--- src/rtl/seg7_scan_if.sv ---
// Bundles the frame-load handshake and the display-side outputs of the
// 7-segment scan controller.
interface seg7_scan_if #(
    parameter int NUM_DIGITS = 4,
    parameter int CODE_W     = 3
);
    logic                           enable;
    logic                           load;
    logic [NUM_DIGITS*CODE_W-1:0]   data_in;
    logic                           load_ack;
    logic [CODE_W-1:0]              code_out;
    logic [NUM_DIGITS-1:0]          digit_sel;
    logic                           blank;
    logic                           frame_done;

    modport master (
        output enable, load, data_in,
        input  load_ack, code_out, digit_sel, blank, frame_done
    );

    modport slave (
        input  enable, load, data_in,
        output load_ack, code_out, digit_sel, blank, frame_done
    );
endinterface

--- src/rtl/seg7_scan_ctrl.sv ---
// Scans NUM_DIGITS 3-bit codes onto one shared 7-segment decoder with a
// blanking guard before each digit; new frames are applied only at frame ends.
module seg7_scan_ctrl #(
    parameter int NUM_DIGITS   = 4,
    parameter int CODE_W       = 3,
    parameter int REFRESH_DIV  = 1000,
    parameter int BLANK_CYCLES = 2
) (
    input logic        clk,
    input logic        rst,
    seg7_scan_if.slave bus
);
    localparam int IDX_W   = (NUM_DIGITS > 1) ? $clog2(NUM_DIGITS) : 1;
    localparam int CNT_MAX = (REFRESH_DIV > BLANK_CYCLES) ? REFRESH_DIV : BLANK_CYCLES;
    localparam int CNT_W   = (CNT_MAX > 1) ? $clog2(CNT_MAX) : 1;
    localparam int FRAME_W = NUM_DIGITS * CODE_W;
    localparam logic [IDX_W-1:0] LAST_IDX = IDX_W'(NUM_DIGITS - 1);

    typedef enum logic [1:0] {IDLE, BLANK, SHOW} state_t;

    state_t               state;
    logic [IDX_W-1:0]     idx;
    logic [CNT_W-1:0]     div_cnt;
    logic [FRAME_W-1:0]   active;
    logic [FRAME_W-1:0]   shadow;
    logic                 pending;

    logic [CODE_W-1:0]    code_out;
    logic [NUM_DIGITS-1:0] digit_sel;
    logic                 blank;
    logic                 frame_done;
    logic                 load_ack;

    logic                 enable;
    logic                 load;
    logic [FRAME_W-1:0]   data_in;

    logic                 at_boundary;
    logic [FRAME_W-1:0]   active_nxt;
    logic [FRAME_W-1:0]   shadow_nxt;
    logic                 pending_nxt;

    assign enable  = bus.enable;
    assign load    = bus.load;
    assign data_in = bus.data_in;

    assign bus.code_out   = code_out;
    assign bus.digit_sel  = digit_sel;
    assign bus.blank      = blank;
    assign bus.frame_done = frame_done;
    assign bus.load_ack   = load_ack;

    function automatic logic [CODE_W-1:0] code_at(input logic [FRAME_W-1:0] vec,
                                                  input logic [IDX_W-1:0]   k);
        return vec[int'(k)*CODE_W +: CODE_W];
    endfunction

    function automatic logic [NUM_DIGITS-1:0] onehot(input logic [IDX_W-1:0] k);
        return NUM_DIGITS'(1) << k;
    endfunction

    // Frame buffer: the displayed frame only changes while disabled or on the
    // edge that closes the last digit, so a visible frame is never mixed.
    always_comb begin
        at_boundary = enable && (state == SHOW) &&
                      (div_cnt == CNT_W'(REFRESH_DIV - 1)) && (idx == LAST_IDX);
        active_nxt  = active;
        shadow_nxt  = shadow;
        pending_nxt = pending;
        if (load) begin
            if (state == IDLE || at_boundary) begin
                active_nxt  = data_in;
                pending_nxt = 1'b0;
            end else begin
                shadow_nxt  = data_in;
                pending_nxt = 1'b1;
            end
        end else if (at_boundary && pending) begin
            active_nxt  = shadow;
            pending_nxt = 1'b0;
        end
    end

    // Outputs are computed from the next state so they are registered in
    // step with it; frame_done is raised one cycle early so it covers the
    // final SHOW cycle, i.e. the cycle whose closing edge is the boundary.
    always_ff @(posedge clk or posedge rst) begin
        if (rst) begin
            state      <= IDLE;
            idx        <= '0;
            div_cnt    <= '0;
            active     <= '0;
            shadow     <= '0;
            pending    <= 1'b0;
            code_out   <= '0;
            digit_sel  <= '0;
            blank      <= 1'b1;
            frame_done <= 1'b0;
            load_ack   <= 1'b0;
        end else begin
            active     <= active_nxt;
            shadow     <= shadow_nxt;
            pending    <= pending_nxt;
            load_ack   <= load;
            frame_done <= 1'b0;
            if (!enable) begin
                state     <= IDLE;
                idx       <= '0;
                div_cnt   <= '0;
                digit_sel <= '0;
                blank     <= 1'b1;
            end else begin
                case (state)
                    IDLE: begin
                        state     <= BLANK;
                        idx       <= '0;
                        div_cnt   <= '0;
                        digit_sel <= '0;
                        blank     <= 1'b1;
                        code_out  <= code_at(active_nxt, '0);
                    end
                    BLANK: begin
                        if (div_cnt == CNT_W'(BLANK_CYCLES - 1)) begin
                            state     <= SHOW;
                            div_cnt   <= '0;
                            digit_sel <= onehot(idx);
                            blank     <= 1'b0;
                            code_out  <= code_at(active_nxt, idx);
                            if (idx == LAST_IDX && REFRESH_DIV == 1)
                                frame_done <= 1'b1;
                        end else begin
                            div_cnt <= div_cnt + CNT_W'(1);
                        end
                    end
                    SHOW: begin
                        if (div_cnt == CNT_W'(REFRESH_DIV - 1)) begin
                            state     <= BLANK;
                            div_cnt   <= '0;
                            digit_sel <= '0;
                            blank     <= 1'b1;
                            if (idx == LAST_IDX) begin
                                idx      <= '0;
                                code_out <= code_at(active_nxt, '0);
                            end else begin
                                idx      <= idx + IDX_W'(1);
                                code_out <= code_at(active_nxt, idx + IDX_W'(1));
                            end
                        end else begin
                            div_cnt <= div_cnt + CNT_W'(1);
                            if (idx == LAST_IDX && int'(div_cnt) + 2 == REFRESH_DIV)
                                frame_done <= 1'b1;
                        end
                    end
                    default: begin
                        state     <= IDLE;
                        digit_sel <= '0;
                        blank     <= 1'b1;
                    end
                endcase
            end
        end
    end
endmodule

--- src/flat_wrapper.sv ---
// flat-port wrapper written by rule: the top's interface ports become plain ports
module seg7_scan_ctrl_flat 
#(
    parameter int NUM_DIGITS   = 4,
    parameter int CODE_W       = 3,
    parameter int REFRESH_DIV  = 1000,
    parameter int BLANK_CYCLES = 2
)
  (clk, rst, bus_enable, bus_load, bus_data_in, bus_load_ack, bus_code_out, bus_digit_sel, bus_blank, bus_frame_done);
  seg7_scan_if #(.NUM_DIGITS(NUM_DIGITS), .CODE_W(CODE_W)) bus_i ();
  input logic clk;
  input logic rst;
  input wire logic [$bits(bus_i.enable)-1:0] bus_enable;
  input wire logic [$bits(bus_i.load)-1:0] bus_load;
  input wire logic [$bits(bus_i.data_in)-1:0] bus_data_in;
  output wire logic [$bits(bus_i.load_ack)-1:0] bus_load_ack;
  output wire logic [$bits(bus_i.code_out)-1:0] bus_code_out;
  output wire logic [$bits(bus_i.digit_sel)-1:0] bus_digit_sel;
  output wire logic [$bits(bus_i.blank)-1:0] bus_blank;
  output wire logic [$bits(bus_i.frame_done)-1:0] bus_frame_done;
  assign bus_i.enable = bus_enable;
  assign bus_i.load = bus_load;
  assign bus_i.data_in = bus_data_in;
  assign bus_load_ack = bus_i.load_ack;
  assign bus_code_out = bus_i.code_out;
  assign bus_digit_sel = bus_i.digit_sel;
  assign bus_blank = bus_i.blank;
  assign bus_frame_done = bus_i.frame_done;
  seg7_scan_ctrl #(.NUM_DIGITS(NUM_DIGITS), .CODE_W(CODE_W), .REFRESH_DIV(REFRESH_DIV), .BLANK_CYCLES(BLANK_CYCLES)) u_core (.clk(clk), .rst(rst), .bus(bus_i));
endmodule
--- config.mk ---
export PLATFORM = sky130hd
export DESIGN_NAME = seg7_scan_ctrl_flat
export DESIGN_NICKNAME = d
export VERILOG_FILES = /design/src/rtl/seg7_scan_if.sv /design/src/rtl/seg7_scan_ctrl.sv /design/src/flat_wrapper.sv
export SDC_FILE = /design/constraint.sdc
export NUM_CORES = 1
export LEC_CHECK = 0
export BUFFER_PORTS_ARGS = -buffer_cell sky130_fd_sc_hd__buf_2
export CORE_MARGIN = 4
export CORE_UTILIZATION = 59
export DETAILED_ROUTE_END_ITERATION = 8
export GPL_ROUTABILITY_DRIVEN = 1
export HOLD_SLACK_MARGIN = 0.12
export PLACE_DENSITY_LB_ADDON = 0.25
export RECOVER_POWER = 50
export SETUP_SLACK_MARGIN = 0.4
export SYNTH_ARGS = -nofsm -noshare
export SYNTH_HDL_FRONTEND = slang
export SYNTH_SLANG_ARGS = --single-unit
--- constraint.sdc ---
create_clock -name clk -period 2.63 [get_ports clk]
set_input_delay 0 -clock clk [delete_from_list [all_inputs] [get_ports clk]]
set_output_delay 0 -clock clk [all_outputs]
set_load 0.05 [all_outputs]
==> out/summary.log <==
INFO  outcome        status=complete, but fails checks
INFO  outcome        violations=max-capacitance violations, max-slew violations
INFO  critical_path  worst-path-stages=8
INFO  route          via_count=2728
INFO  clock_tree     clock_insertion_delay_worst_skew=320ps
INFO  critical_path  arrival_time_of_the_worst_setup_path=2610ps
INFO  floorplanning  initial_utilization=0.612
INFO  clock_tree     cts.root.buffer_cell=sky130_fd_sc_hd__clkbuf_8
INFO  route          detail_route.wl_per_cell=18.9um
INFO  power          leakage=1.66nW
INFO  critical_path  cp_num_buf_inv=0
INFO  final_layout   finish.cell_count_without_fillers=431
INFO  power          max-vdd-ir-drop=0.518mV
INFO  floorplanning  die_area=6120um2
INFO  global_route   gr-usage-all-layers=0.254
INFO  timing         final.period_utilization=0.901
INFO  critical_path  timing.critical_path.slowest_cell_delay=430ps
INFO  critical_path  worst-endpoint-required=2870ps
INFO  route          drc_errors=0
INFO  yosys          synth-warning-count=0
INFO  timing         fin_skew=12.9ps
INFO  timing         post_route_worst_setup_slack=260ps
INFO  yosys          synth_largest_type_area_fraction=0.413
INFO  yosys          synthMostInstantiatedCell=sky130_fd_sc_hd__dfrtp_1
INFO  timing         summed_negative_setup_slack_over_all_endpoints=0ps
INFO  final_layout   antenna_cells_inserted=0
INFO  clock_tree     cts-root-to-sink-buffers=2
INFO  place          port-buffer-count=25
INFO  yosys          mappedNetlistArea=2910um2
INFO  place          numPlacedInstances=385
INFO  yosys          mappedNetlistNets=316
INFO  floorplanning  design.core.area=4750um2
INFO  clock_tree     htree_num_levels=2
INFO  floorplanning  io-pin-count=26
INFO  route          detail_route.first_pass.iterations=9
INFO  worst_hold_path timing.hold.worst_path_depth=3
INFO  yosys          synth_edf_count=0
INFO  clock_tree     path_clk_slew=90ps
INFO  critical_path  critical_path_peak_fanout=6
INFO  timing         timing.fmax=0.422GHz
INFO  route          detailedRoute.firstIterationViolations=344
INFO  yosys          synth_adder_area_share=0.0516
INFO  critical_path  critical_path.startpoint_type=register
INFO  final_layout   final_util=0.803
INFO  final_layout   syn2layout_area_growth=31.2%
INFO  timing         worst-slew-pin-transition=1810ps
INFO  global_route   number_of_antenna_violations_at_the_first_check_in_global_routing=0
INFO  power          combinationalPowerShare=0.485
INFO  place          detailed_place_hpwl=4540um
INFO  yosys          synth_area_leader_cell=sky130_fd_sc_hd__dfrtp_1
INFO  yosys          synth_compound_gate_area_share=0.168
INFO  route          routed_wirelength=8130um
INFO  power          p_per_area=880nW/um2
INFO  critical_path  path_class=reg -> reg
INFO  timing         final-hold-violation-count=0
INFO  final_layout   layout_cells_sized_above_1=0.310
INFO  global_route   globalRoute.totalOverflow=0
INFO  global_route   grt_pass1_wl=12100um
INFO  yosys          yosys.cell_types.count=55
INFO  yosys          synth_top_cells_by_area=sky130_fd_sc_hd__dfrtp_1 (41%), sky130_fd_sc_hd__mux2i_1 (8.9%), sky130_fd_sc_hd__ha_1 (5.2%)
INFO  route          post_route_ant_nets=0
INFO  route          detail_route.vias_per_cell=6.33
INFO  yosys          synth_simple_gate_area_share=0.166
INFO  place          place_congestion=0.841
INFO  clock_tree     tritoncts=yes
INFO  timing         setup_repair_after_global_routing_missed_its_margin=yes
INFO  global_route   grt_pass1_vias=2481
INFO  timing         final_period_minus_worst_setup_slack=2370ps
INFO  critical_path  path_depth_of_the_worst_reg2reg_path=8
INFO  yosys          top_flip_flop_cell_by_instance_count_after_synthesis=sky130_fd_sc_hd__dfrtp_1
INFO  critical_path  slowest_stage=sky130_fd_sc_hd__dfrtp_1
INFO  floorplanning  die_width=78.3um
INFO  floorplanning  num_rows=25
INFO  critical_path  worst_setup_end_kind=register
INFO  yosys          synth-async-reset-ratio=1.00
INFO  clock_tree     numCtsBuffers=5
INFO  clock_tree     numClockSinks=49
INFO  power          post-layout-total-power=3.36mW
INFO  yosys          synthMuxAreaShare=0.140
INFO  floorplanning  die-height=78.3um
INFO  place          place_ws=73.8ps
INFO  final_layout   layout.nets=391
INFO  power          sequentialPowerShare=0.345
INFO  yosys          instance_count_of_the_mapped_netlist=288
INFO  timing         timing.final.max_slew_violations=50
INFO  yosys          synth_top_family_by_area=compound AO/OA/AOI/OAI gates
INFO  power          netSwitchingFraction=0.384
INFO  yosys          synth.ff_latch_count=49
INFO  critical_path  cpLargestDelayFamily=simple AND/OR/NAND/NOR gates
INFO  job            drv.max_cap_violation_count=1
INFO  critical_path  path_cells=ha_4 -> and4_4 -> nand4_4 -> mux2i_4 -> a221oi_2 -> a22oi_1 -> or3_1 -> o211ai_1
INFO  yosys          syn_area_per_cell=10.1um2
INFO  power          internal_power=2.07mW
INFO  yosys          synth_top_cells_by_count=sky130_fd_sc_hd__dfrtp_1 (48), sky130_fd_sc_hd__nand2_1 (28), sky130_fd_sc_hd__mux2i_1 (26)
INFO  power          pwr-share-clk=0.170
INFO  timing         timing.slew.headroom=-0.205
INFO  power          netSwitchingPower=1.29mW
INFO  yosys          yosysSeqAreaShare=0.422
INFO  yosys          post_synth_xor_area_fraction=0.0150
INFO  timing         setup_viol=0
INFO  global_route   grt_start_max_net_pins=50
INFO  worst_hold_path min_path_type=in -> reg
==> power groups by stage <==
| stage | logic (mW) | registers [mW] | clock network [mW] |
|---|---|---|---|
| after floorplan | 0.838 | 1.22 | 0 |
| after global placement | 1.20 | 1.13 | 0 |
| after detailed placement | 1.23 | 1.15 | 0 |
| after CTS | 1.42 | 1.13 | 0.566 |
| after global routing | 1.74 | 1.19 | 0.613 |
| final | 1.63 | 1.16 | 0.571 |
==> layout make-up <==
cell class	count	area [um2]
clock buffers	7	86.3
flip-flops and latches	49	1230
repair buffers	79	592
clock inverters	1	30.0
well taps	67	83.8
inverters	10	37.5
fillers	287	936
multi-input cells	218	1760
==> through the flow <==
stage / hold slack (ps) / area (um2)
5_1_grt: 470 / 3820
4_1_cts: 459 / 3610
2_1_floorplan: 31.4 / 2910
3_3_place_gp: 250 / 3180
6_report: 463 / 3820
3_5_place_dp: 251 / 3180
==> flip-flops by register name (all words and copies together), names as in the netlist <==
signal and flops:
u_core.bus.blank 1, u_core.div_cnt 10, u_core.active 12, u_core.idx 2
u_core.bus.code_out 3, u_core.pending 1, u_core.shadow 12, u_core.bus.load_ack 1
u_core.bus.frame_done 1, u_core.bus.digit_sel 4, u_core.state 2
==> routing by layer <==
metal / global-route usage / wire length (um)
met1: 0.339 / 3490
met4: 0.133 / 369
met3: 0.0413 / 605
met5: 0 / 0
met2: 0.398 / 3670
==> worst min-delay path: stages <==
cell and delay [ps]:
sky130_fd_sc_hd__dlygate4sd3_1 520, sky130_fd_sc_hd__buf_2 110, sky130_fd_sc_hd__mux2_2 130
==> placed cells by master (no fill, tap or decap), types with 5 or more instances in the layout <==
| master | n |
|---|---|
| sky130_fd_sc_hd__nand3_1 | 12 |
| sky130_fd_sc_hd__buf_4 | 34 |
| sky130_fd_sc_hd__mux2_2 | 13 |
| sky130_fd_sc_hd__clkbuf_1 | 11 |
| sky130_fd_sc_hd__nor2_1 | 23 |
| sky130_fd_sc_hd__mux2i_1 | 21 |
| sky130_fd_sc_hd__clkbuf_8 | 6 |
| sky130_fd_sc_hd__o21ai_0 | 9 |
| sky130_fd_sc_hd__nor3_1 | 5 |
| sky130_fd_sc_hd__dfrtp_1 | 46 |
| sky130_fd_sc_hd__ha_1 | 7 |
| sky130_fd_sc_hd__a21boi_0 | 5 |
| sky130_fd_sc_hd__inv_1 | 6 |
| sky130_fd_sc_hd__a21o_1 | 5 |
| sky130_fd_sc_hd__a22oi_1 | 5 |
| sky130_fd_sc_hd__a21oi_1 | 6 |
| sky130_fd_sc_hd__buf_2 | 15 |
| sky130_fd_sc_hd__dlygate4sd3_1 | 15 |
| sky130_fd_sc_hd__nand2_1 | 28 |
==> logic make-up after synthesis <==
family	after synthesis
XOR/XNOR	5
adder cells (fa/ha/maj)	12
AO/OA/AOI/OAI	66
flip-flops	49
buffers and inverters	23
multiplexers	39
AND/OR/NAND/NOR	94
==> worst paths after layout <==
check	from	slack (ps)	to
min reg2reg	u_core.shadow[2]$_DFFE_PP0P_	510	u_core.shadow[2]$_DFFE_PP0P_
max in group asynchronous	rst	670	u_core.div_cnt[8]$_DFFE_PP0P_
min	bus_data_in[10]	460	u_core.shadow[10]$_DFFE_PP0P_
min in group asynchronous	rst	780	u_core.shadow[9]$_DFFE_PP0P_
max reg2reg	u_core.div_cnt[0]$_DFFE_PP0P_	260	u_core.bus.code_out[0]$_DFFE_PP0P_
max	u_core.div_cnt[0]$_DFFE_PP0P_	260	u_core.bus.code_out[0]$_DFFE_PP0P_
==> repair_timing <==
| item | 4_1_cts | 5_1_grt |
|---|---|---|
| buffers inserted | 10 | 11 |
| setup endpoints to repair | 9 | 12 |
| resized for setup | 6 | 32 |
| cloned | 2 | 0 |
| pin swaps | 6 | 12 |
| hold buffers | 15 | 0 |
| endpoints found under the hold margin | 78 | 0 |
(Power assumes the default switching activity.)
